**config.mk**
```make
export PLATFORM = sky130hd
export DESIGN_NAME = rtc_bus_arbiter
export DESIGN_NICKNAME = d
export VERILOG_FILES = /design/src/rtl/rtc_bus_arbiter.sv
export SDC_FILE = /design/constraint.sdc
export NUM_CORES = 1
export LEC_CHECK = 0
export CAP_MARGIN = 20
export CORE_ASPECT_RATIO = 1.2
export CORE_MARGIN = 3
export CORE_UTILIZATION = 30
export CTS_BUF_LIST = sky130_fd_sc_hd__clkbuf_8
export CTS_CLUSTER_DIAMETER = 60
export DETAILED_ROUTE_END_ITERATION = 10
export SKIP_CTS_REPAIR_TIMING = 1
export SYNTH_ARGS = -nofsm -noshare
export SYNTH_HDL_FRONTEND = slang
export SYNTH_SLANG_ARGS = --single-unit
export TNS_END_PERCENT = 5
```
**constraint.sdc**
```tcl
create_clock -name clk -period 2.39 [get_ports clk]
set_clock_uncertainty 0.15 [all_clocks]
set_input_delay 0.5975 -clock clk [delete_from_list [all_inputs] [get_ports clk]]
set_output_delay 0.5975 -clock clk [all_outputs]
set_load 0.005 [all_outputs]
```
**src/rtl/rtc_bus_arbiter.sv**
```systemverilog
// Two-port arbiter and bus-cycle sequencer for a multiplexed-AD real-time-clock chip.
// Define RTC_ARB_RR_EN for round-robin arbitration; otherwise port 0 has fixed priority.
module rtc_bus_arbiter #(
  parameter int unsigned PULSE_CYC = 10,
  parameter int unsigned GAP_CYC   = 10
) (
  input  logic       clk,
  input  logic       clr,
  input  logic       req0,
  input  logic       req1,
  input  logic       rw0,
  input  logic       rw1,
  input  logic [7:0] addr0,
  input  logic [7:0] addr1,
  input  logic [7:0] wdata0,
  input  logic [7:0] wdata1,
  output logic       done0,
  output logic       done1,
  output logic [7:0] rdata,
  output logic       busy,
  output logic       gnt_id,
  output logic [2:0] state_dbg,
  output logic       CS,
  output logic       RD,
  output logic       WR,
  output logic       A_D,
  output logic [7:0] ad_out,
  output logic       ad_oe,
  input  logic [7:0] ad_in
);

  typedef enum logic [2:0] {
    StIdle = 3'd0,
    StAdr  = 3'd1,
    StAdrH = 3'd2,
    StDat  = 3'd3,
    StDatH = 3'd4,
    StRec  = 3'd5
  } state_e;

  localparam logic [7:0] PulseLoad = 8'(PULSE_CYC - 1);
  localparam logic [7:0] GapLoad   = 8'(GAP_CYC - 1);

  state_e     state_q, state_d;
  logic [7:0] cnt_q, cnt_d;
  logic       gnt_q, gnt_d;
  logic       rw_q, rw_d;
  logic [7:0] addr_q, addr_d;
  logic [7:0] wdata_q, wdata_d;
  logic [7:0] rdata_q, rdata_d;
  logic       done0_q, done0_d, done1_q, done1_d;
  logic       cs_q, cs_d, rd_q, rd_d, wr_q, wr_d, ad_q, ad_d, oe_q, oe_d;
  logic [7:0] adout_q, adout_d;
  logic       pick;
`ifdef RTC_ARB_RR_EN
  logic       rr_q, rr_d;
`endif

  always_comb begin
    state_d = state_q;
    cnt_d   = cnt_q;
    gnt_d   = gnt_q;
    rw_d    = rw_q;
    addr_d  = addr_q;
    wdata_d = wdata_q;
    rdata_d = rdata_q;
`ifdef RTC_ARB_RR_EN
    rr_d = rr_q;
    pick = (req0 && req1) ? rr_q : req1;
`else
    pick = ~req0;
`endif

    unique case (state_q)
      StIdle: begin
        if (req0 || req1) begin
          gnt_d   = pick;
          rw_d    = pick ? rw1 : rw0;
          addr_d  = pick ? addr1 : addr0;
          wdata_d = pick ? wdata1 : wdata0;
          state_d = StAdr;
`ifdef RTC_ARB_RR_EN
          rr_d = ~pick;
`endif
        end
      end
      StAdr:   if (cnt_q == 8'd0) state_d = StAdrH;
      StAdrH:  if (cnt_q == 8'd0) state_d = StDat;
      StDat:   if (cnt_q == 8'd0) state_d = StDatH;
      StDatH:  if (cnt_q == 8'd0) state_d = StRec;
      StRec:   if (cnt_q == 8'd0) state_d = StIdle;
      default: state_d = StIdle;
    endcase

    if (state_d != state_q) begin
      unique case (state_d)
        StAdr, StDat:         cnt_d = PulseLoad;
        StAdrH, StDatH, StRec: cnt_d = GapLoad;
        default:              cnt_d = 8'd0;
      endcase
    end else if (cnt_q != 8'd0) begin
      cnt_d = cnt_q - 8'd1;
    end

    // Sample the pad at the end of the final RD-low cycle.
    if (state_q == StDat && cnt_q == 8'd0 && rw_q) rdata_d = ad_in;

    done0_d = (state_q == StDatH) && (state_d == StRec) && !gnt_q;
    done1_d = (state_q == StDatH) && (state_d == StRec) && gnt_q;

    // Pins are decoded from the next state so they leave the flops glitch-free.
    cs_d    = 1'b1;
    rd_d    = 1'b1;
    wr_d    = 1'b1;
    ad_d    = 1'b1;
    oe_d    = 1'b0;
    adout_d = 8'h00;
    unique case (state_d)
      StAdr: begin
        cs_d = 1'b0; ad_d = 1'b0; wr_d = 1'b0; oe_d = 1'b1; adout_d = addr_d;
      end
      StAdrH: begin
        cs_d = 1'b0; ad_d = 1'b0; oe_d = 1'b1; adout_d = addr_d;
      end
      StDat: begin
        cs_d = 1'b0;
        if (rw_d) begin
          rd_d = 1'b0;
        end else begin
          wr_d = 1'b0; oe_d = 1'b1; adout_d = wdata_d;
        end
      end
      StDatH: begin
        cs_d    = 1'b0;
        oe_d    = ~rw_d;
        adout_d = rw_d ? 8'h00 : wdata_d;
      end
      default: ;
    endcase
  end

  always_ff @(posedge clk or posedge clr) begin
    if (clr) begin
      state_q <= StIdle;
      cnt_q   <= 8'd0;
      gnt_q   <= 1'b0;
      rw_q    <= 1'b0;
      addr_q  <= 8'h00;
      wdata_q <= 8'h00;
      rdata_q <= 8'h00;
      done0_q <= 1'b0;
      done1_q <= 1'b0;
      cs_q    <= 1'b1;
      rd_q    <= 1'b1;
      wr_q    <= 1'b1;
      ad_q    <= 1'b1;
      oe_q    <= 1'b0;
      adout_q <= 8'h00;
`ifdef RTC_ARB_RR_EN
      rr_q    <= 1'b0;
`endif
    end else begin
      state_q <= state_d;
      cnt_q   <= cnt_d;
      gnt_q   <= gnt_d;
      rw_q    <= rw_d;
      addr_q  <= addr_d;
      wdata_q <= wdata_d;
      rdata_q <= rdata_d;
      done0_q <= done0_d;
      done1_q <= done1_d;
      cs_q    <= cs_d;
      rd_q    <= rd_d;
      wr_q    <= wr_d;
      ad_q    <= ad_d;
      oe_q    <= oe_d;
      adout_q <= adout_d;
`ifdef RTC_ARB_RR_EN
      rr_q    <= rr_d;
`endif
    end
  end

  assign done0     = done0_q;
  assign done1     = done1_q;
  assign rdata     = rdata_q;
  assign busy      = (state_q != StIdle);
  assign gnt_id    = gnt_q;
  assign state_dbg = state_q;
  assign CS        = cs_q;
  assign RD        = rd_q;
  assign WR        = wr_q;
  assign A_D       = ad_q;
  assign ad_out    = adout_q;
  assign ad_oe     = oe_q;

endmodule
```
==> results of run 1 <==
[per-stage QoR]
| step | power, mW | instances |
|---|---|---|
| 2_1_floorplan | 2.344 | 228 |
| 3_3_place_gp | 3.194 | 404 |
| 3_5_place_dp | 3.211 | 404 |
| 4_1_cts | 3.860 | 412 |
| 5_1_grt | 4.113 | 412 |
| 6_report | 3.825 | 412 |
[power breakdown]
part	leakage [nW]	total [mW]	switching, mW	internal (mW)
sequential	0.644	1.49	0.210	1.28
combinational	0.874	1.71	0.788	0.918
clock	0.0614	0.630	0.288	0.343
[placed cells by master (no fill, tap or decap), drive strengths merged, types with 6 or more instances in the layout]
cell,Yosys,routed
inv,22,22
clkdlybuf4s50,0,73
a21oi,26,26
dfrtp,48,48
mux2,9,9
buf,5,22
nor3,18,18
clkbuf,6,6
mux2i,19,19
o32ai,8,8
o21ai,12,12
nor2,14,14
[worst min-delay path, delay by kind of cell (launching register included)]
kind	cells	cell delay, ns
DFF	1	0.33
AOI/OAI and AO/OA	1	0.07
buffers and inverters	1	0.05
[flip-flops by register name (all words and copies together), names as in the netlist, 3 cells and up]
name,flops
addr_q,8
cnt_q,8
wdata_q,8
state_dbg,3
rdata,8
ad_out,8
[path summary, 6_finish.rpt]
check                             startpoint  cells after the start        end
min in group asynchronous                clr                      3  addr_q[5]
worst max register to register      cnt_q[0]                      7      ad_oe
max in group asynchronous                clr                      3         WR
worst min register to register     addr_q[5]                      2  addr_q[5]
worst max-delay path            state_dbg[0]                      3       busy
worst min-delay path               addr_q[5]                      2  addr_q[5]
[cells by family after synthesis]
| family | Yosys count | synth area share |
|---|---|---|
| and+or+nand+nor | 52 | 0.1256 |
| muxes | 28 | 0.1205 |
| xor gates and xnor gates | 5 | 0.01787 |
| adders and majority gates | 1 | 0.005104 |
| DFF | 52 | 0.5329 |
| buffers and inverters | 33 | 0.05411 |
| AOI/OAI and AO/OA | 57 | 0.1440 |
[metal layers]
layer	routed length, um	GRT usage	vias to the layer above
met5	0	0	-
met4	48	0.02808	0
met3	347	0.03470	4
met2	2960	0.2182	50
met1	2543	0.1816	939
li1	-	-	993
[area by class of cell]
cell class	count	area, sq um
clock buffer	6	82.58
tap	92	115.1
multi-input combinational	143	1025
fill	767	4212
timing repair buffer	95	933.4
sequential	52	1306
clock inverter	2	38.79
inverter	22	82.58
==> flow_summary_export.csv, run 1 <==
group,metric,value,unit
clock_network,clockBufferDepth,2,
place,gp_congestion,0.8009,
finish,final_util,0.4597,
routing,dr_total_vias,1986,
pwr,peakVddDrop,0.0005149,V
global_routing,grt_pass1_wl,10.09,mm
routing,drc_errors,0,
sta,period_share,0.9466,
critical_path,critPathTopFamily,"buffers and inverters",
sta,period_minus_slack,2.262,ns
finish,finalNetCount,366,
critical_path,cp-start-kind,"register",
yosys,async_flop_share,1.000,
clock_network,htree_num_levels,2,
global_routing,grt_pass1_vias,2070,
run_status,status,"finished, final reports clean",
finish,fin_area,3583,sq um
sta,fmax,442.0,MHz
yosys,ys_ff_latch,52,
die,rows,35,
place,dpl-instance-area,3450,sq um
worst_hold_path,min-delay-path-class,"reg2reg",
sta,relSlewSlack,0.6717,
critical_path,max_stage_delay,0.46,ns
sta,worst_hold_slack,0.3306,ns
global_routing,grt_usage,0.1351,
critical_path,crit_fanout,4,
flow_run,cap_violations,0,
yosys,netlist_area,2451,sq um
yosys,synth_edf_count,0,
global_routing,grt_max_degree,53,
clock_network,cts.sinks,52,
clock_network,clkSlewWorstSetupHoldPaths,0.09,ns
yosys,synth_top_area_cell,"dfrtp_1",
die,ioPinCount,74,
routing,wire_per_inst,14.32,um
routing,drtIter0Drc,108,
yosys,syn_nets,275,
critical_path,crit_type,"reg2out",
place,place_ws,0.04079,ns
yosys,synthTopCellsByArea,"dfrtp_1 49%, mux2i_1 7.8%, a21oi_1 5.3%",
die,die_area,9295,sq um
clock_network,cts_tree,"done",
yosys,avgSynthCellArea,10.75,sq um
critical_path,crit_arrival,1.51,ns
clock_network,root_buffer,"clkbuf_8",
critical_path,critical_path.slowest_cell,"clkdlybuf4s50_1",
clock_network,clk_latency,0.30,ns
sta,finalMaxSlewViolations,0,
sta,setup_violations,0,
sta,setup_tns,0,ns
die,start_util,0.3144,
pwr,p_leak,1.579,nW
die,fp.dieH,105.0,um
global_routing,overflow,0,
sta,hold_viol_final,0,
sta,rsz0062_at_grt,"false",
finish,n_antenna_cell,0,
die,die_w,88.52,um
finish,drive_gt1_frac,0.1656,
yosys,ys_types,42,
yosys,synth_top_area_share,0.4900,
routing,ant_nets,0,
routing,vias_per_cell,4.820,
finish,area_delta_synth_final,46.20,%
place,portBuffers,73,
sta,fin_ws,0.1275,ns
critical_path,crit_buf_inv,2,
place,hpwl,4.493,mm
routing,firstDrtPassIters,4,
yosys,ys_seq_area_frac,0.5329,
critical_path,critPathRequiredTime,1.64,ns
yosys,yosys-top-cells-count,"48 x dfrtp_1, 26 x a21oi_1, 21 x inv_1, 19 x mux2i_1, 16 x nor3_1",
die,core-area,7795,sq um
sta,tightestPinTransition,0.4892,ns
critical_path,crit_path_end_kind,"primary output",
yosys,yosysWarningCount,0,
routing,wl,5.899,mm
clock_network,cts_buffers,5,
yosys,ys_dominant_reg_cell,"dfrtp_1",
yosys,synthMostInstantiatedCell,"dfrtp_1",
yosys,syn_inst,228,
critical_path,path_cells,"nor3_4 > inv_2 > clkdlybuf4s50_1",
critical_path,rrSetupSlack,0.17,ns
pwr,powerDensity,1067,nW/um^2
global_routing,antenna_found_initial,0,
No activity file was read; power rests on OpenSTA's default activity.
==> inputs of run 2 (changes only) <==
- DONT_BUFFER_PORTS: default -> 1
==> run 2 against run 1 <==
Clock power increased by 11%; via count down 13%; worst hold slack lost 0.14 ns; core utilization down 10 points; sequential power up 4%; global-route usage is 1.1 points lower; power shrank 11%; sequential share of layout area up 11 points; critical path type is now reg2reg.
==> flow_summary_export.csv, run 2 (synthesized netlist as in run 1, its figures left out) <==
group,metric,value,unit
critical_path,cp-start-kind,"register",
finish,finalNetCount,282,
pwr,total_power,3.414,mW
sta,hold_viol_final,0,
finish,layout_commonest_cell,"dfrtp_1",
run_status,status,"finished, final reports clean",
routing,route.met2.wl,2.886,mm
critical_path,crit_arrival,2.25,ns
critical_path,r2r_end,"rdata[7]",
global_routing,antenna_found_initial,0,
clock_network,cts_buffers,5,
routing,vias_per_cell,5.287,
global_routing,grt_pass1_wl,8.970,mm
critical_path,reg2reg_depth,7,
global_routing,grt_usage,0.1240,
finish,drive_gt1_frac,0.1780,
sta,finalMaxSlewViolations,0,
sta,setup_violations,0,
routing,met1_length,2.278,mm
sta,period_share,0.9218,
place,gp_congestion,0.8422,
finish,nFillCells,793,
sta,fin_ws,0.1870,ns
global_routing,grt_max_degree,53,
finish,finalNonFillerCells,328,
critical_path,crit_path_end_kind,"register",
sta,setup_tns,0,ns
global_routing,grt_pass1_vias,1758,
die,fp.dieH,105.0,um
clock_network,clk_latency,0.31,ns
routing,top_layer_used,"met4",
critical_path,crit_fanout,8,
die,rows,35,
critical_path,worstSetupStartpoint,"cnt_q[1]",
critical_path,rrSetupSlack,0.19,ns
critical_path,critPathRequiredTime,2.43,ns
clock_network,htree_num_levels,2,
finish,n_antenna_cell,0,
clock_network,cts_tree,"done",
pwr,powerDensity,1235,nW/um^2
place,portBuffers,0,
pwr,peakVddDrop,0.0006156,V
clock_network,clockBufferDepth,2,
routing,wl_met3,356,um
sta,period_minus_slack,2.203,ns
clock_network,cts.sinks,52,
place,dp.cells,320,
sta,rsz0062_at_grt,"false",
routing,firstDrtPassIters,4,
clock_network,clkSlewWorstSetupHoldPaths,0.10,ns
finish,layout_common_cells,"48 x dfrtp_1, 26 x a21oi_1, 21 x inv_1",
die,start_util,0.3144,
critical_path,crit_type,"reg2reg",
global_routing,overflow,0,
flow_run,cap_violations,0,
routing,dr_total_vias,1734,
place,hpwl,3.953,mm
worst_hold_path,min-delay-path-class,"in2async",
routing,ant_nets,0,
die,die_w,88.52,um
sta,tightestPinTransition,0.6479,ns
clock_network,root_buffer,"clkbuf_8",
place,place_ws,0.09092,ns
finish,area_delta_synth_final,12.81,%
pwr,p_leak,1.248,nW
die,ioPinCount,74,
routing,wl,5.581,mm
routing,wire_per_inst,17.02,um
critical_path,setup.worst_path.end,"rdata[7]",
routing,drtIter0Drc,71,
die,die_area,9295,sq um
sta,fmax,453.9,MHz
die,core-area,7795,sq um
routing,drc_errors,0,
sta,relSlewSlack,0.5681,
critical_path,r2r_start,"cnt_q[1]",
## run 2: critical path, cell delays in order, from the launching register on
cell and delay (ns):
dfrtp_1 0.42, inv_1 0.07, ha_2 0.22, nor3b_4 0.35, nand2_2 0.16, nor3_4 0.25
buf_12 0.15, mux2_2 0.33
## run 2: report_power, final
part | switching (mW) | internal (mW)
clock network | 0.287 | 0.414
registers | 0.263 | 1.28
logic | 0.671 | 0.496
total | 1.22 | 2.19
## run 2: layer usage
layer / track usage / vias to the layer above
met5: 0 / -
met4: 0.03456 / 0
met3: 0.03707 / 7
met2: 0.2086 / 47
met1: 0.1517 / 851
li1: - / 829
## run 2: through the flow
step / util / area, sq um / hold WS [ns]
2_1_floorplan: - / 2451 / 0.2914
3_3_place_gp: 0.3366 / 2624 / 0.3045
3_5_place_dp: 0.3366 / 2624 / 0.3104
4_1_cts: 0.3536 / 2756 / 0.2133
5_1_grt: 0.3547 / 2765 / 0.2246
6_report: 0.3547 / 2765 / 0.1952
## run 2: layout make-up
| cell class | instances | area, sq um | share of cell area |
|---|---|---|---|
| tap | 92 | 115.1 | 0.04163 |
| timing repair buffer | 11 | 107.6 | 0.03891 |
| multi-input combinational | 143 | 1021 | 0.3692 |
| clock inverter | 3 | 63.81 | 0.02308 |
| sequential | 52 | 1306 | 0.4724 |
| inverter | 22 | 82.58 | 0.02986 |
| clock buffer | 5 | 68.82 | 0.02489 |
## run 2: worst min-delay path by stage
stage | startpoint | to | slack, ns | cells past startpoint
floorplan | wdata_q[0] | wdata_q[0] | 0.29 | 2
global placement | addr_q[6] | addr_q[6] | 0.30 | 2
detailed placement | wdata_q[3] | wdata_q[3] | 0.31 | 2
CTS | req0 | gnt_id | 0.21 | 1
global route | req0 | gnt_id | 0.22 | 1
finish | clr | state_dbg[0] | 0.20 | 2
==> inputs of run 3 (changes only) <==
- ABC_AREA: default -> 1
==> run 3 against run 2 <==
Critical path depth increased by 1; area after synthesis increased by 9.9%; synthesized cell count increased by 29%; die area increased by 9.2%; wire length grew 1.6%; via count grew 5.9%; power rose by 6.1%; clock power fell by 26%; first-iteration DRC count grew 4.2%.
==> flow_summary_export.csv, run 3 <==
group,metric,value,unit
run_status,status,"finished, final reports clean",
clock_network,cts_tree,"done",
critical_path,crit_fanout,27,
yosys,async_flop_share,1.000,
routing,drc_errors,0,
global_routing,overflow,0,
finish,n_antenna_cell,0,
sta,relSlewSlack,0.6834,
pwr,total_power,3.622,mW
global_routing,grt_util_met2,0.1996,
routing,dr_total_vias,1837,
yosys,synth_top_area_cell,"dfrtp_1",
yosys,netlist_area,2693,sq um
yosys,syn_nets,342,
sta,tightestPinTransition,0.4742,ns
pwr,combPwrFrac,0.426,
yosys,synthMostInstantiatedCell,"nand2_1",
routing,drtIter0Drc,74,
clock_network,clk_latency,0.31,ns
finish,finalNetCount,344,
pwr,peakVddDrop,0.0003518,V
global_routing,antenna_found_initial,0,
clock_network,cts.sinks,52,
routing,firstDrtPassIters,4,
pwr,p_leak,1.380,nW
routing,wl,5.671,mm
routing,vias_per_cell,4.427,
critical_path,critPathRequiredTime,2.49,ns
pwr,powerDensity,1251,nW/um^2
place,hpwl,4.236,mm
die,fp.dieH,109.8,um
finish,layout_commonest_cell,"nand2_1",
critical_path,crit_arrival,2.04,ns
clock_network,clockBufferDepth,2,
die,core-area,8657,sq um
pwr,swShare,0.4163,
finish,area_delta_synth_final,7.574,%
place,dpl-instance-area,2806,sq um
yosys,synthTopCellsByArea,"dfrtp_1 45%, nand2_1 11%, o31ai_4 6.3%",
critical_path,path_cells,"nor2_4 > nand2_4 > nor2_8 > inv_4 > a21o_1 > nand2_4 > nand2_2 > a21oi_2",
yosys,synth_edf_count,0,
global_routing,grt_pass1_vias,1801,
pwr,internal_power,2.114,mW
critical_path,crit_path_end_kind,"register",
clock_network,cts_buffers,5,
critical_path,cp-start-kind,"register",
die,ioPinCount,74,
yosys,syn_inst,295,
yosys,avgSynthCellArea,9.127,sq um
place,portBuffers,0,
clock_network,clkSlewWorstSetupHoldPaths,0.09,ns
global_routing,use_met1,0.1396,
die,die_w,92.49,um
global_routing,use_met3,0.03696,
sta,fmax,517.0,MHz
pwr,seqPwrFrac,0.430,
global_routing,grt_pass1_wl,9.025,mm
finish,finalNonFillerCells,415,
finish,layout_common_cells,"82 x nand2_1, 48 x dfrtp_1, 45 x nor2_1",
yosys,ys_types,33,
critical_path,crit_type,"reg2reg",
global_routing,grt_usage,0.1172,
global_routing,grt_max_degree,33,
die,start_util,0.3110,
clock_network,root_buffer,"clkbuf_8",
sta,period_share,0.8093,
sta,rsz0062_at_grt,"false",
yosys,synth_top_area_share,0.4461,
clock_network,htree_num_levels,2,
yosys,yosys-top-cells-count,"82 x nand2_1, 48 x dfrtp_1, 45 x nor2_1, 22 x inv_1, 9 x or2_1",
yosys,ys_seq_area_frac,0.4851,
critical_path,max_stage_delay,0.51,ns
worst_hold_path,min-delay-path-class,"in2async",
critical_path,path_common_cell,"nand2_4",
sta,setup_violations,0,
die,die_area,10150,sq um
yosys,ys_dominant_reg_cell,"dfrtp_1",
routing,ant_nets,0,
place,gp_congestion,0.7722,
die,rows,37,
pwr,p_sw,1.508,mW
finish,fin_area,2897,sq um
sta,worst_hold_slack,0.02534,ns
place,dp.cells,407,
pwr,clkPwrFrac,0.144,
sta,setup_tns,0,ns
global_routing,busiest_layer,"met2",
sta,hold_viol_final,0,
critical_path,critical_path.slowest_cell,"dfrtp_1",
finish,drive_gt1_frac,0.1644,
yosys,ys_ff_latch,52,
sta,period_minus_slack,1.934,ns
yosys,yosysWarningCount,0,
flow_run,cap_violations,0,
sta,finalMaxSlewViolations,0,
routing,wire_per_inst,13.67,um
-- run 3: cell count changes after synthesis, sizes merged, moves of 7 or more --
cell,previous run,this run
a21oi,26,2
mux2i,19,0
inv,22,29
nand2,2,91
nor2,14,53
o31ai,1,8
or2,1,9
nor3,18,4
o32ai,8,0
-- run 3: critical path, delay by kind of cell, from the launching register on --
family	cells	cell delay [ns]
compound gates	2	0.37
flops	1	0.51
buf+inv	1	0.19
simple gates	5	0.64
-- run 3: worst paths after layout --
path / to / startpoint / depth (start not counted) / slack, ns
min reg2reg: addr_q[2] / addr_q[2] / 2 / 0.35
max in group asynchronous: CS / clr / 2 / 1.47
min in group clk: rdata[7] / ad_in[7] / 1 / 0.26
min: cnt_q[6] / clr / 1 / 0.03
max reg2reg: cnt_q[3] / state_dbg[1] / 8 / 0.46
max: cnt_q[3] / state_dbg[1] / 8 / 0.46
-- run 3: routing by layer --
layer	vias up	part of all wire
met1	849	0.41
met3	6	0.068
met5	-	0
met4	0	0.015
met2	58	0.50
li1	924	-
-- run 3: power by group through the flow --
stage	clock network, mW	logic [mW]	registers [mW]
2_1_floorplan	0	1.34	1.51
3_3_place_gp	0	1.54	1.58
3_5_place_dp	0	1.57	1.59
4_1_cts	0.537	1.57	1.57
5_1_grt	0.579	1.77	1.60
6_report	0.520	1.54	1.56
-- run 3: kinds of logic after synthesis --
logic type / Yosys count / share of synthesized area
multiplexers: 8 / 0.03346
buffers and inverters: 37 / 0.06505
flip-flops: 52 / 0.4851
adder cells (fa/ha/maj): 1 / 0.004646
AND/OR/NAND/NOR: 168 / 0.2979
AO/OA/AOI/OAI: 24 / 0.09758
XOR/XNOR: 5 / 0.01626
-- run 3: final cells by class --
type | instances | area, sq um
clock buffers | 6 | 82.58
clock inverters | 2 | 7.507
fillers | 912 | 5761
inverters | 30 | 115.1
multi-input cells | 206 | 1211
flip-flops and latches | 52 | 1306
well taps | 117 | 146.4
repair buffers | 2 | 27.53
-- run 3: metrics by stage --
stage               utilization  setup WS (ns)
floorplan                     -         0.3912
global placement         0.3242         0.4633
detailed placement       0.3242         0.4346
CTS                      0.3346         0.3999
global route             0.3346         0.2416
finish                   0.3346         0.4557
